**src/rtl/int_injector.sv**
```systemverilog
// int_injector: PC-triggered interrupt injector.
//
// Each channel walks a small table of trigger PCs. When the CPU's
// macroscopic PC reaches the entry under the channel pointer, the channel
// raises its irq. In level mode the irq stays high until a CPU store to
// ACK_ADDR, or until TIMEOUT cycles pass. In pulse mode it stays high for
// PULSE_LEN cycles.
//
// Ports
//   clk            : sole clock, rising edge
//   reset          : synchronous, active-low reset
//   macroscopic_pc : CPU PC (bits [1:0] ignored)
//   m_int_addr     : CPU store address (bits [1:0] ignored)
//   m_int_byteen   : CPU store byte enables (any bit set = store)
//   cfg_we         : table write strobe
//   cfg_ch/cfg_idx : target channel / table entry
//   cfg_pc         : trigger PC to store
//   cfg_valid      : entry valid bit
//   cfg_mode       : channel mode (0 = level until ack, 1 = pulse)
//   cfg_wrap       : channel pointer wrap enable
//   irq            : per-channel interrupt request (registered)
//   timeout_err    : sticky per-channel level-mode timeout flag
//   fire_count     : total fires across channels, saturating
module int_injector #(
  parameter int          N_CH      = 2,
  parameter int          DEPTH     = 4,
  parameter logic [31:0] ACK_ADDR  = 32'h0000_7f20,
  parameter int          PULSE_LEN = 1,
  parameter int          TIMEOUT   = 1024,
  localparam int         CH_W      = (N_CH > 1) ? $clog2(N_CH) : 1,
  localparam int         IDX_W     = $clog2(DEPTH)
) (
  input  logic              clk,
  input  logic              reset,
  input  logic [31:0]       macroscopic_pc,
  input  logic [31:0]       m_int_addr,
  input  logic [3:0]        m_int_byteen,
  input  logic              cfg_we,
  input  logic [CH_W-1:0]   cfg_ch,
  input  logic [IDX_W-1:0]  cfg_idx,
  input  logic [31:0]       cfg_pc,
  input  logic              cfg_valid,
  input  logic              cfg_mode,
  input  logic              cfg_wrap,
  output logic [N_CH-1:0]   irq,
  output logic [N_CH-1:0]   timeout_err,
  output logic [15:0]       fire_count
);

  // Pointer carries one extra bit so "walked past the last entry" is visible.
  localparam int          PTR_W       = IDX_W + 1;
  localparam int          CNT_MAX     = (TIMEOUT > PULSE_LEN) ? TIMEOUT : PULSE_LEN;
  localparam int          CNT_W       = $clog2(CNT_MAX + 1);
  localparam logic [31:0] LAST_PC_RST = 32'hffff_fffc;
  localparam logic [31:0] WORD_MASK   = ~32'h0000_0003;

  typedef enum logic [1:0] {
    ST_IDLE   = 2'd0,
    ST_ASSERT = 2'd1,
    ST_DONE   = 2'd2
  } ch_state_e;

  logic [31:0]     pc_s;
  logic            ack_s;
  logic [N_CH-1:0] fire_s;
  logic [3:0]      fire_n_s;
  logic [16:0]     fc_sum_s;
  logic [15:0]     fc_next_s;
  logic [15:0]     fire_count_r;

  assign pc_s  = macroscopic_pc & WORD_MASK;
  assign ack_s = (m_int_byteen != 4'h0) && ((m_int_addr & WORD_MASK) == ACK_ADDR);

  for (genvar g = 0; g < N_CH; g++) begin : g_ch
    ch_state_e        st_r, st_s;
    logic [PTR_W-1:0] ptr_r, ptr_s;
    logic [CNT_W-1:0] cnt_r, cnt_s;
    logic [31:0]      last_pc_r;
    logic [31:0]      tbl_pc_r [DEPTH];
    logic [DEPTH-1:0] tbl_v_r;
    logic             mode_r, wrap_r, amode_r, irq_r, tmo_r;
    logic             irq_s, fire_l_s, tmo_s, cfg_hit_s, match_s;
    logic [IDX_W-1:0] ptr_lo_s;

    assign ptr_lo_s  = ptr_r[IDX_W-1:0];
    assign cfg_hit_s = cfg_we && (cfg_ch == CH_W'(g));
    // Reads the table as registered, so a same-cycle write sees the old entry.
    assign match_s   = tbl_v_r[ptr_lo_s] && (pc_s == tbl_pc_r[ptr_lo_s]) &&
                       (pc_s != last_pc_r);

    // Channel next-state and irq logic.
    always_comb begin
      st_s     = st_r;
      ptr_s    = ptr_r;
      cnt_s    = cnt_r;
      irq_s    = 1'b0;
      fire_l_s = 1'b0;
      tmo_s    = 1'b0;
      case (st_r)
        ST_IDLE: begin
          if (ptr_r[IDX_W] || !tbl_v_r[ptr_lo_s]) begin
            st_s = ST_DONE;
          end else if (match_s) begin
            fire_l_s = 1'b1;
            irq_s    = 1'b1;
            st_s     = ST_ASSERT;
            cnt_s    = '0;
            if (wrap_r && (ptr_lo_s == IDX_W'(DEPTH - 1))) begin
              ptr_s = '0;
            end else begin
              ptr_s = ptr_r + PTR_W'(1);
            end
          end else begin
            st_s = ST_IDLE;
          end
        end
        ST_ASSERT: begin
          // Ack wins over a coincident timeout.
          if (!amode_r && ack_s) begin
            st_s = ST_IDLE;
          end else if (!amode_r && (cnt_r == CNT_W'(TIMEOUT - 1))) begin
            tmo_s = 1'b1;
            st_s  = ST_IDLE;
          end else if (amode_r && (cnt_r == CNT_W'(PULSE_LEN - 1))) begin
            st_s = ST_IDLE;
          end else begin
            irq_s = 1'b1;
            cnt_s = cnt_r + CNT_W'(1);
          end
        end
        ST_DONE: begin
          st_s = ST_DONE;
        end
        default: begin
          st_s = ST_IDLE;
        end
      endcase
      // A config write revives a finished channel (also one finishing right now,
      // which happens while its table is still being filled after reset).
      if (cfg_hit_s && (st_s == ST_DONE)) begin
        st_s  = ST_IDLE;
        ptr_s = '0;
      end else begin
        st_s = st_s;
      end
    end

    // Channel state, stall-filter PC and sticky timeout registers.
    always_ff @(posedge clk) begin
      if (!reset) begin
        st_r      <= ST_IDLE;
        ptr_r     <= '0;
        cnt_r     <= '0;
        irq_r     <= 1'b0;
        tmo_r     <= 1'b0;
        amode_r   <= 1'b0;
        last_pc_r <= LAST_PC_RST;
      end else begin
        st_r  <= st_s;
        ptr_r <= ptr_s;
        cnt_r <= cnt_s;
        irq_r <= irq_s;
        if (tmo_s) begin
          tmo_r <= 1'b1;
        end
        // Mode is latched at fire so reconfiguration cannot alter an assertion.
        if (fire_l_s) begin
          last_pc_r <= pc_s;
          amode_r   <= mode_r;
        end else if (pc_s != last_pc_r) begin
          last_pc_r <= LAST_PC_RST;
        end
      end
    end

    // Trigger table, mode and wrap configuration.
    always_ff @(posedge clk) begin
      if (!reset) begin
        tbl_v_r <= '0;
        mode_r  <= 1'b0;
        wrap_r  <= 1'b0;
        for (int i = 0; i < DEPTH; i++) begin
          tbl_pc_r[i] <= 32'h0;
        end
      end else if (cfg_hit_s) begin
        tbl_pc_r[cfg_idx] <= cfg_pc & WORD_MASK;
        tbl_v_r[cfg_idx]  <= cfg_valid;
        mode_r            <= cfg_mode;
        wrap_r            <= cfg_wrap;
      end
    end

    assign fire_s[g]      = fire_l_s;
    assign irq[g]         = irq_r;
    assign timeout_err[g] = tmo_r;
  end

  // Count this cycle's fires and add them to the saturating total.
  always_comb begin
    fire_n_s = 4'd0;
    for (int i = 0; i < N_CH; i++) begin
      fire_n_s = fire_n_s + {3'b000, fire_s[i]};
    end
    fc_sum_s = {1'b0, fire_count_r} + {13'd0, fire_n_s};
    if (fc_sum_s[16]) begin
      fc_next_s = 16'hffff;
    end else begin
      fc_next_s = fc_sum_s[15:0];
    end
  end

  // Fire counter register.
  always_ff @(posedge clk) begin
    if (!reset) begin
      fire_count_r <= 16'h0000;
    end else begin
      fire_count_r <= fc_next_s;
    end
  end

  assign fire_count = fire_count_r;

endmodule

```
**config.mk**
```make
export PLATFORM = sky130hd
export DESIGN_NAME = int_injector
export DESIGN_NICKNAME = d
export VERILOG_FILES = /design/src/rtl/int_injector.sv
export SDC_FILE = /design/constraint.sdc
export NUM_CORES = 1
export LEC_CHECK = 0
export CAP_MARGIN = 40
export CORE_ASPECT_RATIO = 0.6
export CORE_MARGIN = 2
export CORE_UTILIZATION = 64
export DETAILED_ROUTE_END_ITERATION = 8
export DONT_BUFFER_PORTS = 1
export PLACE_DENSITY = 0.9
export RECOVER_POWER = 50
export SLEW_MARGIN = 15
export SYNTH_ARGS = -nofsm -noshare
export SYNTH_HDL_FRONTEND = slang
export SYNTH_SLANG_ARGS = --single-unit
```
**constraint.sdc**
```tcl
create_clock -name clk -period 11.01 [get_ports clk]
set_clock_uncertainty 0.1 [all_clocks]
set_input_delay 2.202 -clock clk [delete_from_list [all_inputs] [get_ports clk]]
set_output_delay 2.202 -clock clk [all_outputs]
set_load 0.005 [all_outputs]
```
==> summary by stage, run 1 <==
Routing
The total detailed-routing wirelength is between 40000 and 50000 um. In this run the remaining antenna-violating nets after routing total 0. For this run, design rule violations remaining after detail routing come to 0. The first-pass iteration count of the detailed router is 5. Dividing the detail-routed via count by the number of cells gives around 6.4.

The detailed router finished its first iteration with 1504 violations. In the final routed layout, each cell accounts on average for approximately 24 um. The number of vias in the routed layout is about 11000.

Floorplan
The full die area is approximately 28000 sq um. The starting density of the core is between 60% and 70%. During I/O placement, the number of pins put on the boundary was approximately 130. The initialized floorplan defines 45 standard-cell rows. The area of the core is about 26000 sq um.

The chip width is around 210 um. In this run the vertical extent of the chip is about 130 um.

CTS
The clock passes through at most 3 buffers. Clock-pin slew was measured on the worst setup and hold paths at ~0.060 ns. TritonCTS built the clock tree. The number of setup buffers added after CTS is 0. The tree is rooted in a clkbuf_16. The number of hold buffers added after CTS is 0. The count of H-tree levels built during CTS is 2. Clock tree synthesis found a total of 370 sinks. Clock latency on the worst-skew pair, taken at its later pin, is between 0.5 and 0.6 ns. The number of buffers inserted during clock tree synthesis is 34. Once the clock tree was built, the resizer swapped 0 gates to a different size.

Critical path
The capturing element type of the critical path is a register. The most numerous cell type found on the critical path is clkbuf_1. The critical setup path kind is primary input to register.

The largest delay contributor family on the critical path is buffers and inverters. Counting both buffers and inverters, the worst setup path holds a total of 2. The delay of the slowest critical-path stage is 2.59 ns. The master of the slowest instance on the critical path is clkbuf_1. STA classifies the critical path startpoint as a primary input.

The arrival time of data at the critical path endpoint is 6.20 ns. The setup check on the worst reg-to-reg path leaves a slack of slightly below 6 ns. The maximum fanout along the worst path is 66. The critical path data required time is ~11 ns. Walking the worst path, the cells encountered are nand2b_2 -> clkbuf_1 -> o21ai_0 -> clkbuf_1.

Power
Overall power consumption after layout is estimated at ~2.9 mW. The maximum vdd drop is 0.105 mV. The power per cell area is around 160 nW/um^2. The leakage dissipation is 6.12 nW.

Logic synthesis
The area share of the leading cell type in the synthesized netlist is between 40% and 50%. The count of flip-flops with a built-in enable after synthesis is 240. The mapped cell area is 16700 sq um. The share of the synthesized area in compound gates (AO/OA/AOI/OAI) is 5.74%.

Summed over all instances, the cell type with the most area after synthesis is edfxtp_1. The post-synthesis net count is 1518. The xor/xnor share of the synthesized area is 7.95%.

The share of async-settable or async-resettable flops after synthesis is 0%. The most common cell in the synthesized netlist is edfxtp_1. Yosys attributes the largest share of cell area to edfxtp_1, dfxtp_1, mux4_2. Of the total synthesized cell area, the portion taken by full adders, half adders and majority gates is 0.643%.

For this run, the number of Yosys warnings is 0. The average cell area after synthesis is ~12 sq um. Of the synthesized area, sequential elements account for between 50% and 60%. By count the netlist is led by edfxtp_1, nor2_1, dfxtp_1. The post-synthesis share of cell area spent on and, or, nand and nor gates is 13.4%. The number of standard cells after synthesis is ~1400. The synthesized design contains 370 register bits. The synthesized netlist contains 60 unique library cells. The most used flip-flop cell after synthesis is edfxtp_1. The share of cell area taken by muxes after synthesis is between 9 and 10%. The combinational family with the most area after synthesis is simple AND/OR/NAND/NOR gates.

Global route
The total grt overflow is 0. The via count of the first global-routing pass is ~11000. The total track usage is between 30 and 40%. The maximum number of pins on one net before global-route repair is 67.

The number of antenna violations at the first check in global routing is 0. The wire length of the first global-routing pass is around 63000 um.

Hold path
The path class of the tightest hold or removal check is register to register.

Run status
The checks that failed: max-capacitance violations, max-slew violations. The run finished, with violations left.

Timing
The final critical path time including I/O delays and setup is between 6 and 7 ns. Setup repair after global routing left no endpoint under its margin. The timing-limited maximum frequency is roughly 160 MHz. The final-layout worst hold slack is approximately 0.36 ns.

The max-slew violation total from the final report is around 410. The smallest setup slack after layout is 4.65 ns. Measured against its own limit, the worst slew margin works out to -147%. The count of final hold-check violations is 0. At the pin with the least slew margin, the transition time is approximately 3.7 ns.

Setup violations remaining at the end of the flow were counted as 0. After routing, the total negative slack on setup checks comes to 0 ns. Dividing the final minimum period by the clock period gives between 50 and 60%.

Placed design
Timing analysis after detailed placement gives a worst setup slack of 5.31 ns. The congestion estimate from routability-driven global placement came to approximately 0.96. Summed over all nets, the half-perimeter wirelength after detailed placement is between 20000 and 30000 um.

The count of input and output buffers is 0. Summing all placed instances gives a cell area of 16900 sq um. The placed instance count is roughly 1700.

Finish
The final layout net count is between 1000 and 1500. Summing all non-filler instances in the final layout gives an area of 18000 sq um. The end-of-flow core utilization is 70.4%. The diode insertion count for antenna repair is 0. The growth of design area from synthesis to finish is 7.27%. The ratio of cells with drive above 1 in the final layout is under 10%.

After the flow finishes, the layout carries non-filler instances totaling roughly 1700.

Flow run
The number of maximum-capacitance violations is 10.
==> registers in the layout, summed over array words and instances (netlist names), named ones only <==
signal and flops:
g_ch.tbl_pc_r 240, g_ch.last_pc_r 60, g_ch.cnt_r 22, fire_count 16, g_ch.tbl_v_r 8, g_ch.ptr_r 6
g_ch.st_r 4, g_ch.amode_r 2, g_ch.irq_r 2, g_ch.mode_r 2, g_ch.tmo_r 2, g_ch.wrap_r 2
==> cells by family (layout without fill, tap and decap cells) <==
logic type               Yosys count  count (layout)
AND/OR/NAND/NOR                  475             475
adder cells (fa/ha/maj)            8               8
AO/OA/AOI/OAI                    132             132
multiplexers                      83              83
XOR/XNOR                         152             152
flip-flops                       370             370
buffers and inverters            181             158
==> per-layer routing <==
layer	track usage, %	routed length [um]
met5	0	0
met1	43.2	16200
met4	10.3	1180
met3	11.8	6370
met2	46.3	18200
==> cell type report <==
type | count | area (sq um)
Clock inverter | 9 | 46.3
Tap cell | 352 | 440
Clock buffer | 51 | 1010
Sequential cell | 370 | 9810
Multi-Input combinational cell | 850 | 6210
Fill cell | 1736 | 7550
Timing Repair Buffer | 22 | 143
Inverter | 76 | 285
==> cells in the final DEF (no fill, tap or decap), types with 20 or more instances in the layout <==
| master | n |
|---|---|
| nand3_1 | 23 |
| xnor2_1 | 77 |
| clkbuf_16 | 36 |
| o22a_1 | 60 |
| xor2_1 | 75 |
| mux4_2 | 56 |
| nor2_1 | 201 |
| a21oi_1 | 30 |
| mux2i_1 | 26 |
| inv_1 | 76 |
| edfxtp_1 | 240 |
| nor3_1 | 30 |
| nand2_1 | 100 |
| nor4_1 | 20 |
| nand4_1 | 40 |
| dfxtp_1 | 127 |
==> worst paths after layout <==
path	cells past startpoint	start	to
hold / removal	2	g_ch[1].mode_r	g_ch[1].mode_r
setup reg to reg	15	register	fire_count[6]
hold reg to reg	2	g_ch[1].mode_r	g_ch[1].mode_r
setup / recovery	4	cfg_idx[1]	g_ch[1].tbl_pc_r[1][26]
==> worst min-delay path, delay by kind of cell, from the launching register on <==
family,cells,cell delay (ns)
flops,1,0.31
simple gates,1,0.05
compound gates,1,0.05
==> report_power, final <==
group          leakage (nW)  internal [mW]  switching (mW)
combinational          2.23         0.0574           0.105
sequential             3.37           1.54          0.0191
clock                 0.520          0.638           0.503
total                  6.12           2.24           0.626
Note: power is estimated with default switching activity, not from simulation.
==> run 2: changes to the inputs <==
Clock period 11.01 ns to 6.2 ns, I/O delays scaled along.
==> run 2 against run 1 <==
Sequential power up 78%. Final cell count grew 0.17%. Non-clock buffer count grew 3. Register-to-register slack worse by 4.8 ns. Worst setup slack worse by 3.6 ns. The flow still finishes with violations (max-capacitance violations, max-slew violations). Combinational power increased by 83%. Power grew 78%. Sequential cell count unchanged. Routed wire length rose by 2.2%.
==> summary by stage, run 2 (synthesis gave the netlist of run 1 again) <==
CTS
The root buffer cell is clkbuf_16. The count of H-tree levels built during CTS came to 2 (unchanged). The number of setup buffers added after CTS is 0 (unchanged). The clock latency on the worst-skew pair is 0.53 ns (about the same). The number of buffers inserted during clock tree synthesis is 34 (unchanged).

The post-cts resize count is 0 (unchanged). The clock sink count is 370 (unchanged). The clock slew at the register clock pins of the worst setup and hold paths came to 0.07 ns (about the same). The number of hold buffers added after CTS came to 0 (unchanged). The largest buffer count on any clock path is 3 (unchanged).

The CTS tree is yes.

Run status
The final reports fail on max-capacitance violations, max-slew violations. The flow ran to the end, but the final reports show violations.

Critical path
The maximum fanout along the worst path came to 18 (-73%). The signal on the critical path passes through buf_12 -> mux4_2 -> xnor2_1 -> nand4_1 -> nor4_2 -> nand4_2 -> fa_1 -> inv_1 -> ha_1 -> and3_1 -> and2_1 -> nand2_1 -> or2_2 -> o21a_1 -> nor2_1. The delay of the slowest critical-path stage came to 0.74 ns (-1.85 ns). The arrival time of data at the critical path endpoint was 5.52 ns (-0.68 ns). The count of buffering cells on the critical path with inverters included is 2 (unchanged). The worst setup path is of the register to register kind. The critical path data required time is 6.53 ns (-4.32 ns).

STA classifies the critical path endpoint as a register. The master of the slowest instance on the critical path is dfxtp_2. The largest delay contributor family on the critical path is simple AND/OR/NAND/NOR gates. The worst setup path is launched from a register.

Routing
The first-pass iteration count of the detailed router is 7 (+2). The average detailed-routed wire length per instance is 24.7 um (+2.0%). The violation count after the first detailed-routing iteration is 1570 (+4.4%).

The count of unresolved DRC violations after routing came to 0 (unchanged). The remaining number of nets flagged by the antenna check after routing is 0 (unchanged). The total detailed-routing wirelength is 42800 um (+2.2%). The detail-routed via count per cell came to 6.42 (+0.51%).

The number of vias in the routed layout is 11100 (+0.69%).

Power
The switching power of the nets is 1.11 mW (+78%). The internal power contribution is 3.97 mW (+78%). The leakage dissipation is 6.19 nW (+0.99%).

The share of total power in combinational logic is 5.8% (about the same). The overall power consumption is 5.09 mW (+78%). The share of power burned in registers is 54.5% (about the same).

The power per cell area is 282 nW/um^2 (+77%). The part of the total power dissipated in the clock network is 39.7% (about the same). The fraction of power spent switching nets is 21.9% (about the same).

The maximum vdd drop was 0.249 mV (+140%).

Finish
The layout filler cell count is 1719 (-0.98%). The final layout net count is 1474 (+0.20%). The most common cell after layout, fill and taps aside is edfxtp_1. The flip-flop count of the largest register after layout is 240 (unchanged). The growth of design area from synthesis to finish is 7.89%. The register with the most flip-flops is g_ch.tbl_pc_r.

The end-of-flow core utilization is 70.8% (+0.41 points). The filler-free cell count of the finished design is 1733 (+0.17%). The area of all placed cells without fillers is 18100 sq um (+0.59%). The storage element area is 9810 sq um (unchanged).

In the final layout, the registers with the most flip-flops are g_ch.tbl_pc_r x240, g_ch.last_pc_r x60, g_ch.cnt_r x22. The library cells used most frequently in the layout, excluding fill and tap cells, are edfxtp_1, nor2_1, dfxtp_1. The ratio of cells with drive above 1 in the final layout is 10.1% (+0.20 points). The area used by multi-input combinational logic is 6190 sq um (-0.46%).

Timing
The final-layout worst hold slack was 0.365 ns (+0.00466 ns). After layout, the worst path uses between 80% and 90% of the clock period. The max-slew violation total from the final report is 350 (-14%). The worst-case headroom to the max-slew limit came to -93.6% (+53 points). The count of final hold-check violations is 0 (unchanged). The setup TNS was 0 ns (unchanged). The total of endpoints with negative setup slack in the final report was 0 (unchanged).

The smallest setup slack after layout is 1.00 ns (-3.65 ns). The timing-limited maximum frequency is roughly 190 MHz. The transition at the pin with the smallest max-transition slack is 2.90 ns (-0.793 ns). Setup repair after global routing left no endpoint under its margin. The worst path in the final design needs a cycle of roughly 5.2 ns, including I/O delays and setup.

Global route
The number of antenna violations at the first check in global routing was 1 (+1). The wire length of the first global-routing pass came to 64200 um (+2.0%). The maximum number of pins on one net before global-route repair is 67 (unchanged). The via count of the first global-routing pass is 10900 (+0.43%). The total grt overflow is 0 (unchanged). The total track usage came to 32.1% (+0.81 points).

Placed design
The post-detailed-placement half-perimeter wirelength is 28400 um (+3.2%). The routability-driven placement congestion ratio is 0.981 (+2.3%). The post-placement cell area is 17000 sq um (+0.52%).

The count of input and output buffers is 0 (unchanged). The placed instance count is 1671 (+0.060%). The worst slack at placement is 1.06 ns (-4.24 ns).

Floorplan
The area of the core is 25500 sq um (unchanged). The chip width is 213 um (unchanged). The die span in y was 129 um (unchanged). The starting density of the core is 65.6% (unchanged). The number of rows in the core area is 45 (unchanged). The full die area came to 27500 sq um (unchanged). The number of I/O pins is 129 (unchanged).

Hold path
The worst hold path belongs to the class register to register.

Flow run
The number of maximum-capacitance violations is 10 (unchanged).
==> run 2: cell count changes in the layout (fill, tap and decap cells not counted), sizes merged <==
cell / before / now
buf: 12 / 18
clkbuf: 61 / 56
inv: 77 / 79
clkinv: 7 / 6
diode: 0 / 1
==> run 2: metal layers <==
layer	wire, um	global-route usage, %	up-vias
met5	70	1.72	-
met4	1290	10.7	2
met3	6540	13.3	105
met2	18300	46.0	689
met1	16700	44.6	5441
li1	-	-	4894
==> run 2: layout make-up <==
type                    instances  area share [%]
diodes                          1          0.0139
clock buffers                  49            5.55
clock inverters                10           0.277
inverters                      76            1.58
multi-input cells             850            34.3
flip-flops and latches        370            54.3
well taps                     352            2.44
repair buffers                 25            1.55
==> run 2: path summary, 6_finish.rpt <==
check,cells past startpoint,end,slack (ns),start
setup / recovery,15,fire_count[6],1.00,register
hold / removal,2,g_ch[1].mode_r,0.36,g_ch[1].mode_r
setup reg to reg,15,fire_count[6],1.00,register
hold reg to reg,2,g_ch[1].mode_r,0.36,g_ch[1].mode_r
==> run 2: power groups by stage <==
| stage | sequential, mW | combinational [mW] | clock, mW |
|---|---|---|---|
| floorplan | 2.81 | 0.221 | 0 |
| global placement | 2.81 | 0.273 | 0 |
| detailed placement | 2.82 | 0.289 | 0 |
| CTS | 2.77 | 0.291 | 2.05 |
| global route | 2.78 | 0.312 | 2.14 |
| finish | 2.77 | 0.296 | 2.02 |
==> run 2: worst min-delay path: cells and delay by family (launching register included) <==
| family | cells | cell delay [ns] |
|---|---|---|
| AO/OA/AOI/OAI | 1 | 0.05 |
| AND/OR/NAND/NOR | 1 | 0.05 |
| flip-flops | 1 | 0.31 |
==> run 3: changes to the inputs <==
Clock period 6.2 ns to 4.85 ns, I/O delays scaled along.
==> run 3 against run 2 <==
The flow still finishes with violations (max-capacitance violations, max-slew violations). Non-clock buffer count rose by 4. Power rose by 29%. Routed wire length fell by 1.6%. First-iteration DRC count fell by 18%. Die area did not move. Highest routed layer unchanged.
==> summary by stage, run 3 (synthesis gave the netlist of run 1 again) <==
Run status
The run finished, with violations left. The checks that failed: max-capacitance violations, max-slew violations.

Hold path
The hold path startpoint is g_ch[1].mode_r. The tightest min-delay check is of the register to register type. The hold path depth is 2 (unchanged). The worst hold path terminates at g_ch[1].mode_r.

Power
The part of the total power dissipated in the clock network is 40.4% (+0.7 points). The share of total power in combinational logic is 5.7% (about the same). The fraction of power spent switching nets is 21.9% (about the same). The share of power burned in registers is 54.0% (-0.5 points). The leakage dissipation is 6.21 nW (+0.34%). The overall power consumption came to 6.57 mW (+29%). The switching power of the nets is 1.44 mW (+29%). The power per cell area was 362 nW/um^2 (+29%).

The maximum vdd drop came to 0.315 mV (+27%). The internal power contribution is 5.13 mW (+29%).

Timing
The smallest setup slack after layout came to 0.366 ns (-0.636 ns). The setup TNS was 0 ns (unchanged). The final-layout worst hold slack is 0.359 ns (-0.00607 ns). The worst-case headroom to the max-slew limit came to -134% (-41 points). The count of final hold-check violations is 0 (unchanged).

The max-slew violation total from the final report is 360 (+2.9%). Setup repair after global routing left no endpoint under its margin. The final critical path time including I/O delays and setup is 4.48 ns (-0.714 ns). The total of endpoints with negative setup slack in the final report is 0 (unchanged).

The transition at the pin with the smallest max-transition slack is 3.52 ns (+0.612 ns). The portion of the clock cycle consumed by the worst path in the final layout is 92.4% (+8.6 points). The timing-limited maximum frequency was 223 MHz (+16%).

Routing
The total detailed-routing wirelength is 42100 um (-1.6%). The first-pass iteration count of the detailed router is 6 (-1). The remaining number of nets flagged by the antenna check after routing is 0 (unchanged). The violation count after the first detailed-routing iteration is 1286 (-18%). The average detailed-routed wire length per instance is 24.2 um (-2.0%). The number of vias in the routed layout is 11100 (-0.56%). The detail-routed via count per cell came to 6.37 (-0.90%). The count of unresolved DRC violations after routing came to 0 (unchanged).

Finish
The most common cell after layout, fill and taps aside is edfxtp_1. The flip-flop count of the largest register after layout came to 240 (unchanged). The largest registers in the layout are g_ch.tbl_pc_r x240, g_ch.last_pc_r x60, g_ch.cnt_r x22.

The layout filler cell count is 1714 (-0.29%). The ratio of cells with drive above 1 in the final layout is 10.2% (+0.021 points). The final layout net count is 1479 (+0.34%). The diode insertion count for antenna repair came to 0 (-1).

The end-of-flow core utilization is 71.1% (+0.27 points). The area used by multi-input combinational logic is 6210 sq um (+0.32%). The area of all placed cells without fillers is 18100 sq um (+0.39%). Leaving out fill and tap cells, the most frequent cells in the layout are edfxtp_1, nor2_1, dfxtp_1. The register with the most flip-flops is g_ch.tbl_pc_r. Compared with the post-synthesis result, the final layout area differs by 8.31%. The storage element area is 9810 sq um (unchanged). The filler-free cell count of the finished design was 1739 (+0.35%).

Floorplan
The full die area is 27500 sq um (unchanged). The number of I/O pins was 129 (unchanged). The number of rows in the core area is 45 (unchanged). The die span in y is 129 um (unchanged). The chip width is 213 um (unchanged). The area of the core is 25500 sq um (unchanged). The starting density of the core is 65.6% (unchanged).

Critical path
The number of cells on the worst reg-to-reg path is 16 (+1). The arrival time of data at the critical path endpoint is 4.84 ns (-0.68 ns). The setup slack of the worst register-to-register path is 0.37 ns (-0.64 ns). The critical setup path kind is register to register. The maximum fanout along the worst path is 36 (+18). The endpoint identified for the worst register-to-register timing path is fire_count[6]. STA classifies the critical path startpoint as a register. The largest delay contributor family on the critical path is simple AND/OR/NAND/NOR gates. The worst setup path is captured at a register.

The critical path's most frequent cell is nand2_1. The master of the slowest instance on the critical path is mux4_2. The critical path data required time is 5.21 ns (-1.32 ns). The critical path goes through buf_12 -> mux4_2 -> xor2_1 -> nor4_1 -> nand3_1 -> nor2b_1 -> nand2_1 -> fa_1 -> inv_1 -> ha_1 -> and3_1 -> and2_1 -> nand2_1 -> or2_2 -> o21a_1 -> nor2_1. The count of buffering cells on the critical path with inverters included is 2 (unchanged). The delay of the slowest critical-path stage is 0.62 ns (-0.12 ns).

CTS
The number of setup buffers added after CTS is 0 (unchanged). The number of buffers inserted during clock tree synthesis is 35 (+2.9%). The largest buffer count on any clock path is 3 (unchanged).

The clock slew at the register clock pins of the worst setup and hold paths is 0.06 ns (about the same). The CTS tree is yes. The count of H-tree levels built during CTS is 2 (unchanged). The clock sink count is 370 (unchanged).

The number of hold buffers added after CTS is 0 (unchanged). The root buffer cell is clkbuf_16. The clock latency on the worst-skew pair came to 0.54 ns (about the same).

The post-cts resize count was 0 (unchanged).

Global route
The total track usage is 31.6% (-0.46 points). The wire length of the first global-routing pass is 63500 um (-1.2%). The number of antenna violations at the first check in global routing is 1 (unchanged).

The maximum number of pins on one net before global-route repair is 64 (-4.5%). The via count of the first global-routing pass is 10900 (+0.37%). The total grt overflow came to 0 (unchanged).

Flow run
The number of maximum-capacitance violations is 9 (-1).

Placed design
The post-detailed-placement half-perimeter wirelength is 28400 um (+0.23%). The placed instance count is 1677 (+0.36%). The routability-driven placement congestion ratio is 0.939 (-4.2%). The count of input and output buffers is 0 (unchanged). The worst slack at placement is 0.468 ns (-0.595 ns). The post-placement cell area came to 17100 sq um (+0.51%).
[run 3: worst max-delay path by stage]
stage                            start             to  slack (ns)  depth (start not counted)
floorplan           macroscopic_pc[30]  fire_count[2]        0.66                         14
global placement              register  fire_count[6]        0.51                         15
detailed placement            register  fire_count[6]        0.47                         16
CTS                           register  fire_count[6]        0.44                         16
global route                  register  fire_count[6]        0.04                         16
finish                        register  fire_count[6]        0.37                         16
[run 3: metal layers]
metal	global-route usage (%)	vias up	share of wire [%]
met5	0	-	0.031
met4	9.01	2	2.1
met3	14.1	86	16
met2	46.8	650	44
met1	42.6	5424	39
li1	-	4907	-
[run 3: worst reg2reg max path: cells and delay by family (launching register included)]
family / cells / cell delay (ns)
xor+xnor: 1 / 0.17
flops: 1 / 0.34
simple gates: 9 / 2.07
fa+ha+maj: 2 / 0.59
compound gates: 1 / 0.15
buf+inv: 2 / 0.33
mux: 1 / 0.67
[run 3: power by group through the flow]
| stage | Clock (mW) | Combinational (mW) | Sequential (mW) |
|---|---|---|---|
| after detailed placement | 0 | 0.369 | 3.61 |
| after floorplan | 0 | 0.283 | 3.59 |
| after global placement | 0 | 0.348 | 3.60 |
| after CTS | 2.68 | 0.373 | 3.54 |
| after global routing | 2.80 | 0.396 | 3.56 |
| final | 2.65 | 0.372 | 3.55 |
[run 3: cell type report]
cell class | count | area share, %
repair buffers | 29 | 1.60
well taps | 352 | 2.43
inverters | 76 | 1.57
clock buffers | 51 | 5.74
clock inverters | 11 | 0.297
multi-input cells | 850 | 34.2
flip-flops and latches | 370 | 54.1
